$ cat config.mk
export PLATFORM = sky130hd
export DESIGN_NAME = multicycle_control_unit_flat
export DESIGN_NICKNAME = d
export VERILOG_FILES = /design/src/rtl/multicycle_control_unit_if.sv /design/src/rtl/multicycle_control_unit.sv /design/src/flat_wrapper.sv
export SDC_FILE = /design/constraint.sdc
export NUM_CORES = 1
export LEC_CHECK = 0
export BUFFER_PORTS_ARGS = -buffer_cell sky130_fd_sc_hd__buf_2
export CAP_MARGIN = 20
export CORE_MARGIN = 3
export CORE_UTILIZATION = 40
export CTS_CLUSTER_DIAMETER = 100
export DETAILED_ROUTE_END_ITERATION = 10
export PLACE_DENSITY = 0.73
export SYNTH_ARGS = -nofsm -noshare
export SYNTH_HDL_FRONTEND = slang
export SYNTH_SLANG_ARGS = --single-unit
$ cat constraint.sdc
create_clock -name CLK -period 2.7 [get_ports CLK]
set_input_delay 0.27 -clock CLK [delete_from_list [all_inputs] [get_ports CLK]]
set_output_delay 0.27 -clock CLK [all_outputs]
set_load 0.1 [all_outputs]
$ cat src/rtl/multicycle_control_unit_if.sv
// Control-unit <-> datapath/memory bundle for the multi-cycle MIPS core.
//  master : control unit (consumes instr/hits/ALU flags, drives requests,
//           enables, datapath selects, register selects and status)
//  slave  : datapath / memory side
//  instr, i_hit, d_hit, zero_f, overflow_f      datapath -> control
//  i_ren, d_ren, d_wen, ir_en, pc_en, PCSrc,
//  alu_op, ALUSrc, ExtOP, rsel1, rsel2, wsel,
//  wen, W_mux, halt, mem_err, state              control -> datapath
interface multicycle_control_unit_if;
  logic [31:0] instr;
  logic        i_hit, d_hit, zero_f, overflow_f;
  logic        i_ren, d_ren, d_wen, ir_en, pc_en;
  logic [1:0]  PCSrc;
  logic [3:0]  alu_op;
  logic [1:0]  ALUSrc;
  logic        ExtOP;
  logic [4:0]  rsel1, rsel2, wsel;
  logic        wen;
  logic [2:0]  W_mux;
  logic        halt, mem_err;
  logic [2:0]  state;

  modport master (
    input  instr, i_hit, d_hit, zero_f, overflow_f,
    output i_ren, d_ren, d_wen, ir_en, pc_en, PCSrc, alu_op, ALUSrc, ExtOP,
           rsel1, rsel2, wsel, wen, W_mux, halt, mem_err, state
  );
  modport slave (
    output instr, i_hit, d_hit, zero_f, overflow_f,
    input  i_ren, d_ren, d_wen, ir_en, pc_en, PCSrc, alu_op, ALUSrc, ExtOP,
           rsel1, rsel2, wsel, wen, W_mux, halt, mem_err, state
  );
endinterface

$ cat src/rtl/multicycle_control_unit.sv
// Multi-cycle MIPS control FSM: FETCH/DECODE/EXEC/MEM/WB/HALT sequencing,
// datapath select generation, IR capture, imem/dmem request handshakes,
// memory wait timeout (mem_err), optional signed-overflow trap, sticky halt.
//  CLK  : clock, rising edge
//  nRST : synchronous reset, active low
//  bus  : multicycle_control_unit_if.master (see interface header)
// Encodings: PCSrc ADD4=0 JUMP=1 JR=2 BRANCH=3; ALUSrc RDAT2=0 SHAMT=1 EXT=2;
// ExtOP ZEROEXT=0 SIGNEXT=1; W_mux R31=0 LUI=1 DATA=2 ALUOUT=3;
// alu_op SLL=0 SRL=1 ADD=2 SUB=3 AND=4 OR=5 XOR=6 NOR=7 SLT=8 SLTU=9.
module multicycle_control_unit #(
  parameter int          WAIT_MAX    = 16,
  parameter bit          TRAP_ON_OVF = 1'b1,
  parameter logic [31:0] HALT_WORD   = 32'hFFFF_FFFF
) (
  input logic CLK,
  input logic nRST,
  multicycle_control_unit_if.master bus
);
  typedef enum logic [2:0] {FETCH=3'd0, DECODE=3'd1, EXEC=3'd2, MEM=3'd3, WB=3'd4, HALT=3'd5} state_t;
  typedef enum logic [3:0] {K_ALU, K_LUI, K_LW, K_SW, K_J, K_JAL, K_JR, K_BEQ, K_BNE} kind_t;

  localparam logic [1:0] PC_ADD4 = 2'd0, PC_JUMP = 2'd1, PC_JR = 2'd2, PC_BR = 2'd3;
  localparam logic [1:0] SRC_RDAT2 = 2'd0, SRC_SHAMT = 2'd1, SRC_EXT = 2'd2;
  localparam logic       ZEROEXT = 1'b0, SIGNEXT = 1'b1;
  localparam logic [2:0] W_R31 = 3'd0, W_LUI = 3'd1, W_DATA = 3'd2, W_ALU = 3'd3;
  localparam logic [3:0] A_SLL = 4'd0, A_SRL = 4'd1, A_ADD = 4'd2, A_SUB = 4'd3, A_AND = 4'd4,
                         A_OR = 4'd5, A_XOR = 4'd6, A_NOR = 4'd7, A_SLT = 4'd8, A_SLTU = 4'd9;
  localparam int CW = $clog2(WAIT_MAX + 1);

  state_t      st, nxt;
  logic [31:0] ir;
  logic [CW-1:0] wcnt;
  logic        halt_r, err_r;

  logic [5:0]  op, fn;
  kind_t       kind;
  logic        valid, ovf_chk;
  logic [3:0]  alu;
  logic [1:0]  asrc;
  logic        ext;

  logic        i_ren, d_ren, d_wen, ir_en, pc_en, wen, timeout;
  logic [1:0]  pcsrc;

  assign op = ir[31:26];
  assign fn = ir[5:0];

  // Instruction decode, always from the latched IR
  always_comb begin
    valid = 1'b1; kind = K_ALU; alu = A_ADD; asrc = SRC_RDAT2; ext = SIGNEXT; ovf_chk = 1'b0;
    case (op)
      6'h00: case (fn)
        6'h00: begin alu = A_SLL; asrc = SRC_SHAMT; end
        6'h02: begin alu = A_SRL; asrc = SRC_SHAMT; end
        6'h08: kind = K_JR;
        6'h20: begin alu = A_ADD; ovf_chk = 1'b1; end
        6'h21: alu = A_ADD;
        6'h22: begin alu = A_SUB; ovf_chk = 1'b1; end
        6'h23: alu = A_SUB;
        6'h24: alu = A_AND;
        6'h25: alu = A_OR;
        6'h26: alu = A_XOR;
        6'h27: alu = A_NOR;
        6'h2A: alu = A_SLT;
        6'h2B: alu = A_SLTU;
        default: valid = 1'b0;
      endcase
      6'h02: kind = K_J;
      6'h03: kind = K_JAL;
      6'h04: begin kind = K_BEQ; alu = A_SUB; end
      6'h05: begin kind = K_BNE; alu = A_SUB; end
      6'h08: begin asrc = SRC_EXT; ovf_chk = 1'b1; end
      6'h09: asrc = SRC_EXT;
      6'h0A: begin alu = A_SLT;  asrc = SRC_EXT; end
      6'h0B: begin alu = A_SLTU; asrc = SRC_EXT; end
      6'h0C: begin alu = A_AND;  asrc = SRC_EXT; ext = ZEROEXT; end
      6'h0D: begin alu = A_OR;   asrc = SRC_EXT; ext = ZEROEXT; end
      6'h0E: begin alu = A_XOR;  asrc = SRC_EXT; ext = ZEROEXT; end
      6'h0F: begin kind = K_LUI; asrc = SRC_EXT; end
      6'h23: begin kind = K_LW;  asrc = SRC_EXT; end
      6'h2B: begin kind = K_SW;  asrc = SRC_EXT; end
      default: valid = 1'b0;
    endcase
  end

  // Next state and per-state strobes
  always_comb begin
    nxt = st; i_ren = 1'b0; d_ren = 1'b0; d_wen = 1'b0; ir_en = 1'b0; pc_en = 1'b0;
    wen = 1'b0; pcsrc = PC_ADD4; timeout = 1'b0;
    case (st)
      FETCH: begin
        i_ren = 1'b1;
        if (bus.i_hit) begin
          ir_en = 1'b1; pc_en = 1'b1; nxt = DECODE;
        end else if (wcnt == CW'(WAIT_MAX - 1)) begin
          timeout = 1'b1; nxt = HALT;
        end
      end
      DECODE: begin
        if (ir == HALT_WORD) nxt = HALT;
        else if (!valid)     nxt = FETCH;
        else                 nxt = EXEC;
      end
      EXEC: begin
        case (kind)
          K_J:   begin pc_en = 1'b1; pcsrc = PC_JUMP; nxt = FETCH; end
          K_JR:  begin pc_en = 1'b1; pcsrc = PC_JR;   nxt = FETCH; end
          K_JAL: begin pc_en = 1'b1; pcsrc = PC_JUMP; nxt = WB;    end
          K_BEQ: begin pc_en = bus.zero_f;  pcsrc = PC_BR; nxt = FETCH; end
          K_BNE: begin pc_en = !bus.zero_f; pcsrc = PC_BR; nxt = FETCH; end
          K_LW, K_SW: nxt = MEM;
          K_LUI: nxt = WB;
          default: nxt = (TRAP_ON_OVF && ovf_chk && bus.overflow_f) ? HALT : WB;
        endcase
      end
      MEM: begin
        d_ren = (kind == K_LW);
        d_wen = (kind == K_SW);
        if (bus.d_hit) nxt = (kind == K_LW) ? WB : FETCH;
        else if (wcnt == CW'(WAIT_MAX - 1)) begin
          timeout = 1'b1; nxt = HALT;
        end
      end
      WB: begin wen = 1'b1; nxt = FETCH; end
      HALT: nxt = HALT;
      default: nxt = FETCH;
    endcase
  end

  always_ff @(posedge CLK) begin
    if (!nRST) begin
      st <= FETCH; ir <= '0; wcnt <= '0; halt_r <= 1'b0; err_r <= 1'b0;
    end else begin
      st <= nxt;
      if (ir_en) ir <= bus.instr;
      // Counter restarts on every state change, so it only accumulates while
      // FETCH/MEM sit waiting for a hit.
      if (nxt != st) wcnt <= '0;
      else if (st == FETCH || st == MEM) wcnt <= wcnt + CW'(1);
      if (nxt == HALT) halt_r <= 1'b1;
      if (timeout)     err_r  <= 1'b1;
    end
  end

  // Strobes are masked while reset is held so an aborted instruction never commits
  assign bus.i_ren   = nRST & i_ren;
  assign bus.d_ren   = nRST & d_ren;
  assign bus.d_wen   = nRST & d_wen;
  assign bus.ir_en   = nRST & ir_en;
  assign bus.pc_en   = nRST & pc_en;
  assign bus.wen     = nRST & wen;
  assign bus.PCSrc   = pcsrc;
  assign bus.alu_op  = alu;
  assign bus.ALUSrc  = asrc;
  assign bus.ExtOP   = ext;
  assign bus.rsel1   = ir[25:21];
  assign bus.rsel2   = ir[20:16];
  assign bus.wsel    = (kind == K_JAL) ? 5'd31 : (op == 6'h00) ? ir[15:11] : ir[20:16];
  assign bus.W_mux   = (kind == K_JAL) ? W_R31 : (kind == K_LUI) ? W_LUI :
                       (kind == K_LW) ? W_DATA : W_ALU;
  assign bus.halt    = halt_r;
  assign bus.mem_err = err_r;
  assign bus.state   = st;
endmodule
$ cat src/flat_wrapper.sv
// flat-port wrapper written by rule: the top's interface ports become plain ports
module multicycle_control_unit_flat 
#(
  parameter int          WAIT_MAX    = 16,
  parameter bit          TRAP_ON_OVF = 1'b1,
  parameter logic [31:0] HALT_WORD   = 32'hFFFF_FFFF
)
  (CLK, nRST, bus_instr, bus_i_hit, bus_d_hit, bus_zero_f, bus_overflow_f, bus_i_ren, bus_d_ren, bus_d_wen, bus_ir_en, bus_pc_en, bus_PCSrc, bus_alu_op, bus_ALUSrc, bus_ExtOP, bus_rsel1, bus_rsel2, bus_wsel, bus_wen, bus_W_mux, bus_halt, bus_mem_err, bus_state);
  multicycle_control_unit_if bus_i ();
  input logic CLK;
  input logic nRST;
  input wire logic [$bits(bus_i.instr)-1:0] bus_instr;
  input wire logic [$bits(bus_i.i_hit)-1:0] bus_i_hit;
  input wire logic [$bits(bus_i.d_hit)-1:0] bus_d_hit;
  input wire logic [$bits(bus_i.zero_f)-1:0] bus_zero_f;
  input wire logic [$bits(bus_i.overflow_f)-1:0] bus_overflow_f;
  output wire logic [$bits(bus_i.i_ren)-1:0] bus_i_ren;
  output wire logic [$bits(bus_i.d_ren)-1:0] bus_d_ren;
  output wire logic [$bits(bus_i.d_wen)-1:0] bus_d_wen;
  output wire logic [$bits(bus_i.ir_en)-1:0] bus_ir_en;
  output wire logic [$bits(bus_i.pc_en)-1:0] bus_pc_en;
  output wire logic [$bits(bus_i.PCSrc)-1:0] bus_PCSrc;
  output wire logic [$bits(bus_i.alu_op)-1:0] bus_alu_op;
  output wire logic [$bits(bus_i.ALUSrc)-1:0] bus_ALUSrc;
  output wire logic [$bits(bus_i.ExtOP)-1:0] bus_ExtOP;
  output wire logic [$bits(bus_i.rsel1)-1:0] bus_rsel1;
  output wire logic [$bits(bus_i.rsel2)-1:0] bus_rsel2;
  output wire logic [$bits(bus_i.wsel)-1:0] bus_wsel;
  output wire logic [$bits(bus_i.wen)-1:0] bus_wen;
  output wire logic [$bits(bus_i.W_mux)-1:0] bus_W_mux;
  output wire logic [$bits(bus_i.halt)-1:0] bus_halt;
  output wire logic [$bits(bus_i.mem_err)-1:0] bus_mem_err;
  output wire logic [$bits(bus_i.state)-1:0] bus_state;
  assign bus_i.instr = bus_instr;
  assign bus_i.i_hit = bus_i_hit;
  assign bus_i.d_hit = bus_d_hit;
  assign bus_i.zero_f = bus_zero_f;
  assign bus_i.overflow_f = bus_overflow_f;
  assign bus_i_ren = bus_i.i_ren;
  assign bus_d_ren = bus_i.d_ren;
  assign bus_d_wen = bus_i.d_wen;
  assign bus_ir_en = bus_i.ir_en;
  assign bus_pc_en = bus_i.pc_en;
  assign bus_PCSrc = bus_i.PCSrc;
  assign bus_alu_op = bus_i.alu_op;
  assign bus_ALUSrc = bus_i.ALUSrc;
  assign bus_ExtOP = bus_i.ExtOP;
  assign bus_rsel1 = bus_i.rsel1;
  assign bus_rsel2 = bus_i.rsel2;
  assign bus_wsel = bus_i.wsel;
  assign bus_wen = bus_i.wen;
  assign bus_W_mux = bus_i.W_mux;
  assign bus_halt = bus_i.halt;
  assign bus_mem_err = bus_i.mem_err;
  assign bus_state = bus_i.state;
  multicycle_control_unit #(.WAIT_MAX(WAIT_MAX), .TRAP_ON_OVF(TRAP_ON_OVF), .HALT_WORD(HALT_WORD)) u_core (.CLK(CLK), .nRST(nRST), .bus(bus_i));
endmodule
==> results.ini <==
[status]
outcome=finished, final reports clean

[worst_setup_path]
timing.rr.start=u_core.ir[26]
path_max_fanout=9
r2r_cells=6
r2r_slack_ns=0.52
cp.arrival_ns=2.24
path_class=reg -> out
start_kind=flop
end_kind=output pin
r2r_end=u_core.wcnt[0]
required_ns=2.43

[synth]
syn_inst=342
syn_nets=382
async_flop_share_pct=0
synth_cell_type_count=53
yosysTopAreaCell=dfxtp_1
yosysWarnings=0
ys_ff_latch=42
synth.yosys.seq_area_share_pct=33.4
synth_ff_type=dfxtp_1
syn_area_sq_um=2520
synth_area_leaders=dfxtp_1 (33%), nand2_1 (14%), a21boi_0 (11%), buf_4 (3.9%), nor2_1 (2.8%)
avgSynthCellArea_sq_um=7.37
synth_top_area_share_pct=33.4
synth_edf_count=0

[clocking]
cts_resized=0
cts.clk_slew.worst_paths_ns=0.08
post_cts_buffers=0
ctsRootBufferMaster=clkbuf_8
worstSkewPairLatency_ns=0.28
clk_path_buf_depth=2
clock-sinks=42
numCtsBuffers=5
hold_buffers=0
htreeDepth=2
cts_tree=yes

[floorplanning]
start_util_pct=41.8
die_h_um=85.4
dieArea_sq_um=7290
ios=76
fp.dieW_um=85.4
coreArea_sq_um=6030
rows=28

[timing]
max_slew_margin_pct=60.2
max_freq_mhz=399
drv_slew=0
fin_crit_sh_pct=92.9
finalSetupViolations=0
grt_setup_unrepaired=no
layout_setup_ws_ns=0.192
fin_worst_skew_ns=0.00706
worstMarginPinSlew_ns=0.597
min_period_ns=2.51
hold_viol=0

[hold_path]
hold_depth=3
worstHoldStart=bus_instr[2]
hold_path.class=in -> reg
worstHoldEndpoint=u_core.ir[2]

[placed_design]
post-dp-hpwl_um=4850
dp_slack_ns=0.344
placed_cell_area_sq_um=2870
port_buffers=74
gp_congestion=0.968

[layout]
multi_input_area_sq_um=1520
final_cell_mix=nand2_1 (92), buf_2 (73), dfxtp_1 (42)
drive_gt1_share_pct=25.7
final_area_sq_um=2990
seq_area_sq_um=841
nNetsFinal=432
nFillCells=636
final_common_cell=nand2_1
areaGrowthSynthToFinish_pct=18.7
insertedDiodeCount=0

[detailed_routing]
ant_nets=0
drc=0
drt_iter0_drc=164
avgRoutedWirePerCell_um=13.8
vias=2498
drt-total-wl_um=6450
viasPerCell=5.34
first_pass_iters=4

[global_routing]
grt_max_degree=35
grt.total_usage_pct=18.3
grt_pass1_vias=2385
grt_antenna_before_repair=0
grt_overflow=0
grt_first_pass_wirelength_um=11000

[power]
switching_share_pct=40.5
ir_drop_v=0.000358
power_frac_seq_pct=39.5
p_int_mw=1.09
leakage_nw=1.26
combPwrFrac_pct=33.9
p_sw_mw=0.739
power_density_nw_per_um2=611
clockPowerShare_pct=26.6

[flow_run]
maxCapViolations=0

==> flip-flops by register name (all words and copies together) (netlist names) <==
register	count
u_core.bus.halt	1
u_core.ir	32
u_core.wcnt	5
u_core.bus.state	3
u_core.bus.mem_err	1
==> final cells by class <==
cell class	count	share of cell area, %
flip-flops and latches	42	28.1
inverters	7	0.879
clock buffers	6	2.43
well taps	75	3.14
multi-input cells	258	50.7
clock inverters	2	1.26
repair buffers	78	13.5
==> cells by family (layout without fill, tap and decap cells) <==
family	Yosys count	count (layout)	synth area share (%)
adder cells (fa/ha/maj)	2	2	0.993
flip-flops	42	42	33.4
buffers and inverters	42	93	8.64
AO/OA/AOI/OAI	81	81	23.8
other	1	1	0.149
multiplexers	1	1	0.397
XOR/XNOR	4	4	1.39
AND/OR/NAND/NOR	169	169	31.2
==> how the worst max path moves through the flow <==
stage                     end                start  cells after the start  slack [ns]
floorplan           bus_d_wen  u_core.bus.state[0]                      4       -0.44
global placement    bus_pc_en        u_core.ir[30]                      6        0.41
detailed placement  bus_pc_en        u_core.ir[30]                      6        0.34
CTS                 bus_pc_en        u_core.ir[30]                      6        0.01
global route        bus_pc_en        u_core.ir[30]                      6       0.005
finish              bus_pc_en        u_core.ir[30]                      6        0.19
==> power groups by stage <==
stage	Clock [mW]	Combinational, mW	Sequential (mW)
after global placement	0	0.611	0.734
final	0.486	0.619	0.722
after global routing	0.528	0.664	0.730
after CTS	0.504	0.618	0.721
after detailed placement	0	0.617	0.736
after floorplan	0	0.529	0.723
==> per-layer routing <==
| metal | up-vias | wire, um | GRT usage [%] |
|---|---|---|---|
| met5 | - | 0 | 0 |
| met4 | 0 | 98 | 5.90 |
| met3 | 8 | 467 | 4.56 |
| met2 | 75 | 2840 | 28.5 |
| met1 | 1156 | 3040 | 24.7 |
| li1 | 1259 | - | - |
==> synthesized netlist by cell type, types with 4 or more instances <==
master    count
buf_4        13
nand3_1       9
nor2_1       19
nor2b_1       4
a21oi_1      12
nor3_1        8
a21boi_0     37
and2_1        6
inv_1         7
nand2b_1      5
dfxtp_1      42
nand4_1       8
clkbuf_1     18
o21ai_0       7
nand2_1      92
==> worst max-delay path, stage by stage, from the launching register on <==
cell and delay, ns:
dfxtp_1 0.41, or2_0 0.38, nor3_2 0.27, a22oi_1 0.12
o211ai_1 0.23, o2111a_1 0.21, clkbuf_4 0.32
==> per-stage QoR <==
step | cells | total power, mW | hold slack (ns) | util [%] | setup TNS [ns]
global route | 468 | 1.92 | 0.212 | 49.6 | 0
detailed placement | 460 | 1.35 | 0.460 | 47.7 | 0
CTS | 468 | 1.84 | 0.213 | 49.5 | 0
floorplan | 342 | 1.25 | 0.415 | - | -0.492
global placement | 460 | 1.34 | 0.447 | 47.7 | 0
finish | 468 | 1.83 | 0.223 | 49.6 | 0
No activity file was read; power rests on OpenSTA's default activity.
